### config.mk
export PLATFORM = sky130hd
export DESIGN_NAME = operand_entry
export DESIGN_NICKNAME = d
export VERILOG_FILES = /design/src/rtl/calc_pkg.sv /design/src/rtl/bcd_digit_reg.sv /design/src/rtl/operand_entry.sv
export SDC_FILE = /design/constraint.sdc
export NUM_CORES = 1
export LEC_CHECK = 0
export CAP_MARGIN = 20
export CORE_UTILIZATION = 45
export CTS_BUF_LIST = sky130_fd_sc_hd__clkbuf_16
export DETAILED_ROUTE_END_ITERATION = 7
export GPL_TIMING_DRIVEN = 0
export PLACE_DENSITY = 0.68
export SKIP_CTS_REPAIR_TIMING = 1
export SLEW_MARGIN = 20
export SYNTH_ARGS = -nofsm -noshare
export SYNTH_HDL_FRONTEND = slang
export SYNTH_SLANG_ARGS = --single-unit
### constraint.sdc
create_clock -name clk -period 3 [get_ports clk]
set_clock_uncertainty 0.2 [all_clocks]
set_input_delay 0.6 -clock clk [delete_from_list [all_inputs] [get_ports clk]]
set_output_delay 0.6 -clock clk [all_outputs]
set_load 0.1 [all_outputs]
### src/rtl/calc_pkg.sv
// Shared calculator definitions: key codes, ALU op codes and the entry FSM state type.
package calc_pkg;
   typedef enum logic [1:0] {S_NUM1, S_NUM2, S_WAIT, S_RESULT} state_t;

   localparam logic [0:3] KEY_PLUS  = 4'd10;
   localparam logic [0:3] KEY_MINUS = 4'd11;
   localparam logic [0:3] KEY_EQ    = 4'd12;
   localparam logic [0:3] KEY_CLR   = 4'd13;
   localparam logic [0:3] KEY_BS    = 4'd14;

   localparam logic [0:1] OP_ADD = 2'b00;
   localparam logic [0:1] OP_SUB = 2'b01;

   function automatic logic is_digit(input logic [0:3] k);
      return k <= 4'd9;
   endfunction
endpackage

### src/rtl/bcd_digit_reg.sv
// One BCD operand with its digit count; exposes next-state values so the owner can register
// derived outputs on the same edge. Shift-out exists only with OPERAND_ENTRY_BACKSPACE_EN.
module bcd_digit_reg #(
   parameter int DIGITS = 4,
   parameter int W      = 4*DIGITS,
   parameter int CW     = $clog2(DIGITS+1)
) (
   input  logic          clk,
   input  logic          rst,
   input  logic          clear,
   input  logic          load,
   input  logic [0:W-1]  load_val,
   input  logic [CW-1:0] load_cnt,
   input  logic          shift_in,
   input  logic [0:3]    digit,
`ifdef OPERAND_ENTRY_BACKSPACE_EN
   input  logic          shift_out,
`endif
   output logic [0:W-1]  val,
   output logic [CW-1:0] cnt,
   output logic [0:W-1]  nxt_val,
   output logic [CW-1:0] nxt_cnt
);
   always_comb begin
      nxt_val = val;
      nxt_cnt = cnt;
      if (clear) begin
         nxt_val = '0;
         nxt_cnt = '0;
      end else if (load) begin
         nxt_val = load_val;
         nxt_cnt = load_cnt;
      end else if (shift_in) begin
         nxt_val = {val[4:W-1], digit};
         nxt_cnt = cnt + CW'(1);
      end
`ifdef OPERAND_ENTRY_BACKSPACE_EN
      else if (shift_out) begin
         nxt_val = {4'd0, val[0:W-5]};
         nxt_cnt = cnt - CW'(1);
      end
`endif
   end

   always_ff @(posedge clk) begin
      if (rst) begin
         val <= '0;
         cnt <= '0;
      end else begin
         val <= nxt_val;
         cnt <= nxt_cnt;
      end
   end
endmodule

### src/rtl/operand_entry.sv
// Keypad operand entry FSM feeding a BCD ALU and a display driver.
// Optional backspace support is enabled by defining OPERAND_ENTRY_BACKSPACE_EN.
module operand_entry import calc_pkg::*; #(
   parameter int DIGITS = 4
) (
   input  logic                clk,
   input  logic                rst,
   input  logic [0:3]          key,
   input  logic                key_valid,
   input  logic [0:4*DIGITS-1] alu_res,
   input  logic                alu_valid,
   output logic [0:4*DIGITS-1] num1,
   output logic [0:4*DIGITS-1] num2,
   output logic [0:1]          op,
   output logic [0:4*DIGITS-1] display,
   output logic                result_ready,
   output logic                entry_err
);
   localparam int W  = 4*DIGITS;
   localparam int CW = $clog2(DIGITS+1);
   localparam logic [CW-1:0] FULL = CW'(DIGITS);

   state_t        state, nxt_state;
   logic [0:W-1]  result, nxt_result, nxt_display;
   logic [0:1]    nxt_op;
   logic          err, clr;
   logic          n1_load, n1_shift, n2_shift, n2_clear;
   logic [0:W-1]  n1_load_val, n1_nxt, n2_nxt;
   logic [CW-1:0] n1_load_cnt, n1_cnt, n2_cnt, n1_nxt_cnt, n2_nxt_cnt;
   logic          op_key;
   logic [0:1]    key_op;
   logic          unused_n1_cnt;
`ifdef OPERAND_ENTRY_BACKSPACE_EN
   logic          n1_bs, n2_bs;
`endif

   assign op_key        = (key == KEY_PLUS) || (key == KEY_MINUS);
   assign key_op        = (key == KEY_MINUS) ? OP_SUB : OP_ADD;
   assign unused_n1_cnt = ^n1_nxt_cnt;

   always_comb begin
      nxt_state   = state;
      nxt_op      = op;
      nxt_result  = result;
      err         = 1'b0;
      clr         = 1'b0;
      n1_load     = 1'b0;
      n1_load_val = result;
      n1_load_cnt = FULL;
      n1_shift    = 1'b0;
      n2_shift    = 1'b0;
      n2_clear    = 1'b0;
`ifdef OPERAND_ENTRY_BACKSPACE_EN
      n1_bs       = 1'b0;
      n2_bs       = 1'b0;
`endif
      if (key_valid && key == KEY_CLR) begin
         clr        = 1'b1;
         nxt_state  = S_NUM1;
         nxt_op     = OP_ADD;
         nxt_result = '0;
      end else begin
         case (state)
            S_NUM1: if (key_valid) begin
               if (is_digit(key)) begin
                  if (n1_cnt == FULL) err = 1'b1;
                  else                n1_shift = 1'b1;
               end else if (op_key) begin
                  nxt_op    = key_op;
                  n2_clear  = 1'b1;
                  nxt_state = S_NUM2;
               end
`ifdef OPERAND_ENTRY_BACKSPACE_EN
               else if (key == KEY_BS) begin
                  if (n1_cnt == '0) err = 1'b1;
                  else              n1_bs = 1'b1;
               end
`endif
               else err = 1'b1;
            end
            S_NUM2: if (key_valid) begin
               if (is_digit(key)) begin
                  if (n2_cnt == FULL) err = 1'b1;
                  else                n2_shift = 1'b1;
               end else if (op_key) begin
                  // operator can only be changed before any num2 digit is typed
                  if (n2_cnt == '0) nxt_op = key_op;
                  else              err = 1'b1;
               end else if (key == KEY_EQ) begin
                  nxt_state = S_WAIT;
               end
`ifdef OPERAND_ENTRY_BACKSPACE_EN
               else if (key == KEY_BS) begin
                  if (n2_cnt == '0) err = 1'b1;
                  else              n2_bs = 1'b1;
               end
`endif
               else err = 1'b1;
            end
            S_WAIT: begin
               if (key_valid) err = 1'b1;
               if (alu_valid) begin
                  nxt_result = alu_res;
                  nxt_state  = S_RESULT;
               end
            end
            S_RESULT: if (key_valid) begin
               if (is_digit(key)) begin
                  n1_load     = 1'b1;
                  n1_load_val = {{(W-4){1'b0}}, key};
                  n1_load_cnt = CW'(1);
                  n2_clear    = 1'b1;
                  nxt_state   = S_NUM1;
               end else if (op_key) begin
                  // chain: previous result becomes a full-width num1
                  n1_load   = 1'b1;
                  nxt_op    = key_op;
                  n2_clear  = 1'b1;
                  nxt_state = S_NUM2;
               end else err = 1'b1;
            end
            default: nxt_state = S_NUM1;
         endcase
      end
   end

   always_comb begin
      case (nxt_state)
         S_NUM2:   nxt_display = (n2_nxt_cnt == '0) ? n1_nxt : n2_nxt;
         S_RESULT: nxt_display = nxt_result;
         default:  nxt_display = n1_nxt;
      endcase
   end

   bcd_digit_reg #(.DIGITS(DIGITS)) u_num1 (
      .clk      (clk),
      .rst      (rst),
      .clear    (clr),
      .load     (n1_load),
      .load_val (n1_load_val),
      .load_cnt (n1_load_cnt),
      .shift_in (n1_shift),
      .digit    (key),
`ifdef OPERAND_ENTRY_BACKSPACE_EN
      .shift_out(n1_bs),
`endif
      .val      (num1),
      .cnt      (n1_cnt),
      .nxt_val  (n1_nxt),
      .nxt_cnt  (n1_nxt_cnt)
   );

   bcd_digit_reg #(.DIGITS(DIGITS)) u_num2 (
      .clk      (clk),
      .rst      (rst),
      .clear    (clr | n2_clear),
      .load     (1'b0),
      .load_val ('0),
      .load_cnt ('0),
      .shift_in (n2_shift),
      .digit    (key),
`ifdef OPERAND_ENTRY_BACKSPACE_EN
      .shift_out(n2_bs),
`endif
      .val      (num2),
      .cnt      (n2_cnt),
      .nxt_val  (n2_nxt),
      .nxt_cnt  (n2_nxt_cnt)
   );

   always_ff @(posedge clk) begin
      if (rst) begin
         state        <= S_NUM1;
         op           <= OP_ADD;
         result       <= '0;
         display      <= '0;
         result_ready <= 1'b0;
         entry_err    <= 1'b0;
      end else begin
         state        <= nxt_state;
         op           <= nxt_op;
         result       <= nxt_result;
         display      <= nxt_display;
         result_ready <= (nxt_state == S_RESULT);
         entry_err    <= err;
      end
   end
endmodule

# Yosys cells after proc, flatten, opt, wreduce, memory -nomap -nowiden
# Index checks and enable logic that the tools add are counted.
# classes
add_sub_neg	2
order_cmp	1
eq_ne	18
n_mux	77
bitwise	1
reduce_logical	11
# ops
cell	count
two-way mux 16 bit	13
two-way mux 2 bit	18
two-way mux 1 bit	33
one-hot mux 16 bit (2 select lines)	1
two-way mux 3 bit	8
equality test 4 bit (second input constant)	4
!= test 2 bit (second input constant)	5
one-hot mux 2 bit (4 select lines)	1
AND reduction 8 bit	1
adder 3 x 1 -> 3 bit (second input constant)	2
equality test 2 bit (second input constant)	3
equality test 3 bit (second input constant)	2
logical NOT 3 bit	2
OR reduction 2 bit	3
equality test 2 x 1 -> 1 bit (second input constant)	2
less-or-equal comparator 4 bit (second input constant)	1
!= test 2 x 1 -> 1 bit (second input constant)	2
one-hot mux 1 bit (4 select lines)	1
one-hot mux 2 bit (2 select lines)	1
nonzero test 2 bit	2
logical NOT 2 bit	1
one-hot mux 1 bit (2 select lines)	1
logical AND 1 bit	1
logical OR 1 bit	1
bitwise OR 1 bit	1
# word_totals
reg_bits	76
input_bits	24
out_inout_bits	52

# Longest topological paths before layout
# Gate-level depths: netlist (run 1).
# logic_depth
word_depth	12
mapped_depth	10
ltp_nobuf	9

# Modules after synthesis
# From an unflattened synthesis (run 1), not the netlist that was laid out.
# unflattened
cells_unflattened	434
area_unflattened_um2	4435.5
# modules_own_cells
mod	instances	cells_each	area_per_inst_um2
bcd_digit_reg	2	110	1172.4
operand_entry	1	214	2090.8

# Worst setup path after synthesis (run 1)
# No wires, ideal clock.
# synth_timing
kind	input to register
from	in key_valid
to	reg display[2] in the netlist's numbering
setup_ps	60
arrival_ps	2267
path_slack_ps	472
path_stages	9
cell_sequence	buf_4 -> and2_1 -> and3_1 -> buf_4 -> buf_6 -> mux2i_1 -> a2111o_1 -> a31oi_1 -> o221a_1
# synth_via
elab_chain_cells	8
# synth_rtl
item	line	source
from (decl)	operand_entry.sv:9	input logic key_valid,
two-way mux 1 bit, on equally long branches	operand_entry.sv:107, operand_entry.sv:64, operand_entry.sv:81	
one-hot mux 1 bit (2 select lines) / two-way mux 1 bit (equally long branches)	operand_entry.sv:63	case (state)
two-way mux 1 bit	operand_entry.sv:57	if (key_valid && key == KEY_CLR) begin
bitwise OR 1 bit (tied with other cells)	operand_entry.sv:156	.clear (clr | n2_clear),
two-way mux 3 bit / two-way mux 16 bit (equally long branches)	bcd_digit_reg.sv:27, bcd_digit_reg.sv:30	
logical NOT 3 bit / two-way mux 16 bit (equally long branches)	operand_entry.sv:129, bcd_digit_reg.sv:27	
two-way mux 16 bit	operand_entry.sv:129	S_NUM2: nxt_display = (n2_nxt_cnt == '0) ? n1_nxt : n2_nxt;
one-hot mux 16 bit (2 select lines) (*)	operand_entry.sv:128	case (nxt_state)
to (signal assigned)	operand_entry.sv:183	display <= nxt_display;
to (decl)	operand_entry.sv:15	output logic [0:4*DIGITS-1] display,
# Every way passes the cells marked *; elsewhere a longest branch is shown, timed or not.
# A chain may end at the register's enable or synchronous reset.

# Worst setup path after layout (run 1)
# layout_timing
from	in key[2] in the netlist's numbering
to	reg display[7] in the netlist's numbering
# layout_via
elab_chain_cells	12
# layout_rtl
item	line	source
from (decl)	operand_entry.sv:8	input logic [0:3] key,
equality test 4 bit	operand_entry.sv:37	assign op_key = (key == KEY_PLUS) || (key == KEY_MINUS);
logical OR 1 bit	operand_entry.sv:37	
two-way mux 1 bit	operand_entry.sv:68, operand_entry.sv:114	
two-way mux 1 bit, on equally long branches	operand_entry.sv:108, operand_entry.sv:65	
two-way mux 1 bit, on equally long branches	operand_entry.sv:107, operand_entry.sv:64	
one-hot mux 1 bit (2 select lines)	operand_entry.sv:63	
two-way mux 1 bit	operand_entry.sv:57	
bitwise OR 1 bit	operand_entry.sv:156	
two-way mux 3 bit	bcd_digit_reg.sv:27	if (clear) begin
logical NOT 3 bit	operand_entry.sv:129	
two-way mux 16 bit	operand_entry.sv:129	
one-hot mux 16 bit (2 select lines) (*)	operand_entry.sv:128	
# Marked as above.

==> results.toml, run 1 <==
[finish]
stdcell_area_um2 = 5149
area_growth_pct = 33.47
final_layout_size_suffix_gt1_share_pct = 11.07
antenna_cells = 0
final_nets = 552
final_core_util_pct = 62.35

[timing]
tightestPinTransition_ps = 984.1
finalSetupTns_ps = 0
clock.fmax_mhz = 339.3
grt_setup_unrepaired = "yes"
period_needed_ps = 2947
hold_slack_ps = 328.0
timing_hold_violations_final = 0
setup_viol = 0
finalCritPeriodShare_pct = 98.23
maxSlewViolCount = 0
slew_headroom_pct = 34.19

[drt]
drc = 0
first_iter_violations = 387
first_pass_iters = 5
finalWirelength_um = 12120
viasPerCell = 6.051
ant_nets = 0
wl_per_cell_um = 19.27
num_vias = 3806

[pwr]
vdd_drop_max_mv = 0.3226
power_leakage_uw = 0.001984
pwr-share-comb_pct = 32.5
pwr_density_cell_nw_per_um2 = 704.5
p_int_uw = 2308
swShare_pct = 36.37
p_switching_uw = 1319
clkPwrFrac_pct = 36.6
sequentialPowerShare_pct = 30.9

[floorplan]
fp-row-count = 33
core_area_um2 = 8258
start_util_pct = 46.71
die_area_um2 = 8946
die_h_um = 94.59
ios = 76
die_w_um = 94.59

[synthesis]
syn_area_um2 = 3857
synth_nets = 468
yosys_warnings = 0
syn_inst = 435
ys_ff_latch = 75
synth-async-reset-ratio_pct = 0
synth-edff-count = 0
ys.flop_type = "dfxtp_1"
yosysSeqAreaShare_pct = 38.92
avgSynthCellArea_um2 = 8.868
synthDistinctLibCells = 66

[setup_path]
critPathLaunchType = "primary input"
end_kind = "flip-flop"
critPathLaunch = "key[2]"
worstPathMaxFanout = 10
critPathMostFrequentCell = "buf_6"
worst_path_max_delay_cell = "clkdlybuf4s50_1"
path_buf_inv = 4
setup.worst_path.class = "primary input to flip-flop"
crit_chain = "clkdlybuf4s50_1 -> buf_4 -> o21ai_2 -> buf_6 -> and4bb_4 -> o22a_4 -> buf_6 -> a2111o_1 -> a31oi_1 -> o221a_1"
critPathArrivalTime_ps = 3030
critPathTopFamily = "compound AO/OA/AOI/OAI gates"
critPathRequiredTime_ps = 3080
slowest_delay_ps = 490
r2r-start = "state[1]$_SDFF_PP0_"

[global_route]
grt_use_total_pct = 27.67
grt_overflow_total = 0
antenna_found_initial = 0
grt_pass1_wl_um = 18430
grt_pass1_vias = 3439
grt_max_degree = 14

[placed_design]
dpl.hpwl_um = 8917
io_buffers = 72
gp_congestion = 1.001
placed_area_um2 = 4710

[cts]
cts_num_sinks = 75
max-clock-path-buffers = 2
insertion_delay_ps = 330
htree_num_levels = 3
cts_buffers = 9
cts_tree = "yes"
cts_root_buf = "clkbuf_16"
clk_pin_slew_ps = 60

[outcome]
status = "finished, final reports clean"

[hold_path]
min_from = "u_num2.val[3]$_SDFF_PP0_"
hold_path.class = "flip-flop to flip-flop"

[flow_run]
maxCapViolations = 0
[sequential cells by signal, indices dropped and copies added (netlist names), 2 cells and up]
register and cells:
u_num1.val 16, u_num2.cnt 3, state 2, display 16
result 16, u_num2.val 16, u_num1.cnt 3
[path summary, 6_finish.rpt]
| path | endpoint | slack, ps | cells after the start |
|---|---|---|---|
| hold reg to reg | u_num2.val[3]$_SDFF_PP0_ | 330 | 2 |
| setup reg to reg | display[1]$_SDFF_PP0_ | 150 | 7 |
| hold / removal | u_num2.val[3]$_SDFF_PP0_ | 330 | 2 |
| setup / recovery | display[7]$_SDFF_PP0_ | 50 | 10 |
[stage by stage]
| stage | instances | total power [µW] | worst slack (ps) |
|---|---|---|---|
| final | 629 | 3627 | 53.09 |
| after CTS | 628 | 3577 | -115.2 |
| after floorplan | 435 | 1970 | 472.5 |
| after global placement | 612 | 2256 | -452.1 |
| after global routing | 629 | 3747 | -38.73 |
| after detailed placement | 612 | 2261 | -438.4 |
[power groups by stage]
| stage | clock network, µW | logic, µW | registers, µW |
|---|---|---|---|
| 3_3_place_gp | 0 | 1120 | 1140 |
| 2_1_floorplan | 0 | 413 | 1560 |
| 6_report | 1330 | 1180 | 1120 |
| 3_5_place_dp | 0 | 1120 | 1140 |
| 4_1_cts | 1330 | 1130 | 1120 |
| 5_1_grt | 1380 | 1240 | 1130 |
[routing by layer]
layer  GRT usage (%)  wire length [µm]
met1           38.98              5526
met2           43.30              5456
met4           7.828               161
met3           4.831               976
met5               0                 0
[kinds of logic after synthesis]
group           after synthesis  synth area share [%]
compound gates              106                 21.96
other cells                   1               0.09721
mux                          35                 9.147
simple gates                163                 20.92
buf+inv                      45                 5.806
xor+xnor                      1                0.2271
fa+ha+maj                     9                 2.919
flops                        75                 38.92
[worst min-delay path, delay by kind of cell, from the launching register on]
family           cells  cell delay (ps)
DFF                  1              330
muxes                1               90
and+or+nand+nor      1               80
[synth_stat cells, drive strengths merged (2+ instances only)]
library cell  count  area (µm²)
dfxtp            75        1501
nor2             68       255.2
mux2i            33       330.3
nand2            18       67.56
nor3             18       101.4
buf              16       115.1
clkbuf           16       60.06
o22ai            16       100.1
inv              13       48.80
or3              13       81.33
a31oi            12       75.07
nand3            12       60.06
a21oi            10       50.05
o221a            10       112.6
a2111o            9       101.4
ha                9       112.6
o21ai             8       43.79
and2              7       43.80
nor2b             6       37.54
a311oi            5       50.04
nand2b            4       25.02
nand3b            4       30.03
a21o              3       22.52
nand4             3       18.77
o211ai            3       22.52
o21a              3       22.52
o2bb2ai           3       26.28
a221oi            2       17.52
a22oi             2       15.01
a2bb2oi           2       17.52
mux2              2       22.52
nand4b            2       17.52
o2111ai           2       17.52
o22a              2       26.28
or2               2       12.51
[area by class of cell]
cell class              instances  area, µm²
plain buffers                  32      191.4
well taps                     105      131.4
clock inverters                 7      140.1
repair buffers                 73      740.7
inverters                      13      48.80
multi-input cells             315       2170
fillers                       747       3109
flip-flops and latches         75       1501
clock buffers                   9      225.2
[placed cells by master, fill, tap and decap left out, drive strengths merged, types with 2 or more instances in the layout]
cell type	n
o2111ai	2
o221a	10
buf	14
a311oi	5
nor2b	6
nor2	68
o22a	2
nand3	12
nand2	18
nand3b	4
or3	13
nand2b	4
a21o	3
o211ai	3
nand4b	2
nand4	3
mux2	2
a21oi	10
dfxtp	75
inv	15
ha	9
and2	7
o22ai	16
o21ai	8
a221oi	2
o2bb2ai	3
a22oi	2
nor3	18
bufinv	4
or2	2
mux2i	33
clkbuf	28
a2111o	9
o21a	3
a2bb2oi	2
a31oi	12
clkdlybuf4s50	72
Note: power is estimated with default switching activity, not from simulation.
==> run 2, diff against run 1 <==
CTS_BUF_LIST = sky130_fd_sc_hd__clkbuf_4   (was sky130_fd_sc_hd__clkbuf_16)
==> run 2 against run 1 <==
Sequential cell count did not move. Count of clock-buffer cells in the layout rose by 1. Worst setup slack improved by 35 ps. Sequential share of layout area rose by 1.1 points. Non-clock buffer count fell by 1. Register-to-register slack improved by 20 ps. Clock power fell by 33%. Critical endpoint is now display[9]$_SDFF_PP0_. Largest cell class unchanged.
==> results.toml, run 2 (synthesis gave the netlist of run 1 again) <==
[timing]
timing_hold_violations_final = 0
finalCritPeriodShare_pct = 97.05
slew_headroom_pct = 34.45
period_needed_ps = 2911
setup_viol = 0
tightestPinTransition_ps = 980.2
hold_slack_ps = 345.5
clock.fmax_mhz = 343.5
grt_setup_unrepaired = "no"
maxSlewViolCount = 0

[global_route]
grt_pass1_wl_um = 17950
antenna_found_initial = 0
grt_pass1_vias = 3315
grt_use_total_pct = 26.98
grt_max_degree = 14
grt_overflow_total = 0

[cts]
cts_tree = "yes"
max-clock-path-buffers = 2
htree_num_levels = 3
cts_buffers = 9
clk_pin_slew_ps = 120
cts_root_buf = "clkbuf_4"
insertion_delay_ps = 440
cts_num_sinks = 75

[finish]
final_nets = 551
stdcell_area_um2 = 4964
antenna_cells = 0
area_growth_pct = 28.67
final_core_util_pct = 60.11
fillers = 771
regArea_um2 = 1501
multi_input_area_um2 = 2168
layout_common_cells = "75 x dfxtp_1, 72 x clkdlybuf4s50_1, 66 x nor2_1, 33 x mux2i_1, 17 x nor3_1"
layout_commonest_cell = "dfxtp_1"
final_layout_size_suffix_gt1_share_pct = 10.52

[setup_path]
timing.rr.end = "display[1]$_SDFF_PP0_"
critPathMostFrequentCell = "buf_2"
slowest_delay_ps = 580
crit_chain = "clkdlybuf4s50_1 -> buf_2 -> nand3b_1 -> a21oi_1 -> a22oi_2 -> nand2b_2 -> buf_2 -> nand2_1 -> o221a_1"
reg2reg_slack_ps = 170
rr_worst_depth = 8
worst_path_max_delay_cell = "clkdlybuf4s50_1"
r2r-start = "state[1]$_SDFF_PP0_"
end_kind = "flip-flop"
path_buf_inv = 3
worstPathMaxFanout = 10
critPathTopFamily = "buffers and inverters"
critPathLaunchType = "primary input"
critPathArrivalTime_ps = 3040
critPathRequiredTime_ps = 3130
setup.worst_path.class = "primary input to flip-flop"

[hold_path]
min_path_cells = 2
min_from = "u_num2.val[3]$_SDFF_PP0_"
hold_path.class = "flip-flop to flip-flop"
min_delay_worst_endpoint = "u_num2.val[3]$_SDFF_PP0_"

[floorplan]
ios = 76
die_area_um2 = 8946
die_h_um = 94.59
fp-row-count = 33
core_area_um2 = 8258
start_util_pct = 46.71
die_w_um = 94.59

[pwr]
p_int_uw = 1904
pwr-share-comb_pct = 36.3
sequentialPowerShare_pct = 35.4
swShare_pct = 39.77
pwr_density_cell_nw_per_um2 = 636.9
clkPwrFrac_pct = 28.4
vdd_drop_max_mv = 0.3106
p_switching_uw = 1257
power_leakage_uw = 0.001900

[drt]
finalWirelength_um = 11780
first_iter_violations = 372
viasPerCell = 6.016
drc = 0
first_pass_iters = 5
num_vias = 3778
ant_nets = 0
wl_per_cell_um = 18.76

[placed_design]
placed_area_um2 = 4710
gp_congestion = 1.001
dpl.hpwl_um = 8917
io_buffers = 72

[flow_run]
maxCapViolations = 0

[outcome]
status = "finished, final reports clean"
-- run 2: cell count changes in the layout (fill, tap and decap cells not counted), sizes merged --
cell    delta
inv        -1
buf        +2
clkbuf     -2
-- run 2: metal layers --
| layer | GRT usage (%) | part of all wire, % | vias up |
|---|---|---|---|
| li1 | - | - | 1790 |
| met3 | 4.750 | 8.3 | 22 |
| met4 | 8.207 | 1.7 | 0 |
| met5 | 0 | 0 | - |
| met2 | 40.88 | 44 | 196 |
| met1 | 38.84 | 46 | 1770 |
-- run 2: metrics by stage --
step	setup slack, ps	setup TNS (ps)	cells	power [µW]
floorplan	472.5	0	435	1970
global placement	-452.1	-12160	612	2256
detailed placement	-438.4	-11740	612	2261
CTS	-95.79	-853.2	628	3147
global route	0.7088	0	628	3284
finish	88.53	0	628	3161
-- run 2: how the worst max path moves through the flow --
stage,to,startpoint,cells past startpoint
finish,display[9]$_SDFF_PP0_,key[1],9
global route,display[5]$_SDFF_PP0_,key[1],9
CTS,display[9]$_SDFF_PP0_,state[0]$_SDFF_PP0_,9
detailed placement,display[0]$_SDFF_PP0_,key[0],9
global placement,display[11]$_SDFF_PP0_,key[2],9
floorplan,display[2]$_SDFF_PP0_,key_valid,9
-- run 2: layout make-up --
type	count	share of cell area (%)
clock inverters	6	2.748
repair buffers	72	14.52
plain buffers	32	3.655
clock buffers	10	1.512
well taps	105	2.647
multi-input cells	315	43.69
inverters	13	0.9831
flip-flops and latches	75	30.25
-- run 2: power by group through the flow --
| stage | Clock [µW] | Sequential [µW] | Combinational [µW] |
|---|---|---|---|
| floorplan | 0 | 1560 | 413 |
| global placement | 0 | 1140 | 1120 |
| detailed placement | 0 | 1140 | 1120 |
| CTS | 903 | 1120 | 1130 |
| global route | 951 | 1130 | 1210 |
| finish | 896 | 1120 | 1150 |
-- run 2: tightest hold or removal path: cells and delay by family (launching register included) --
kind | cells | cell delay [ps]
flip-flops | 1 | 350
multiplexers | 1 | 90
AND/OR/NAND/NOR | 1 | 80
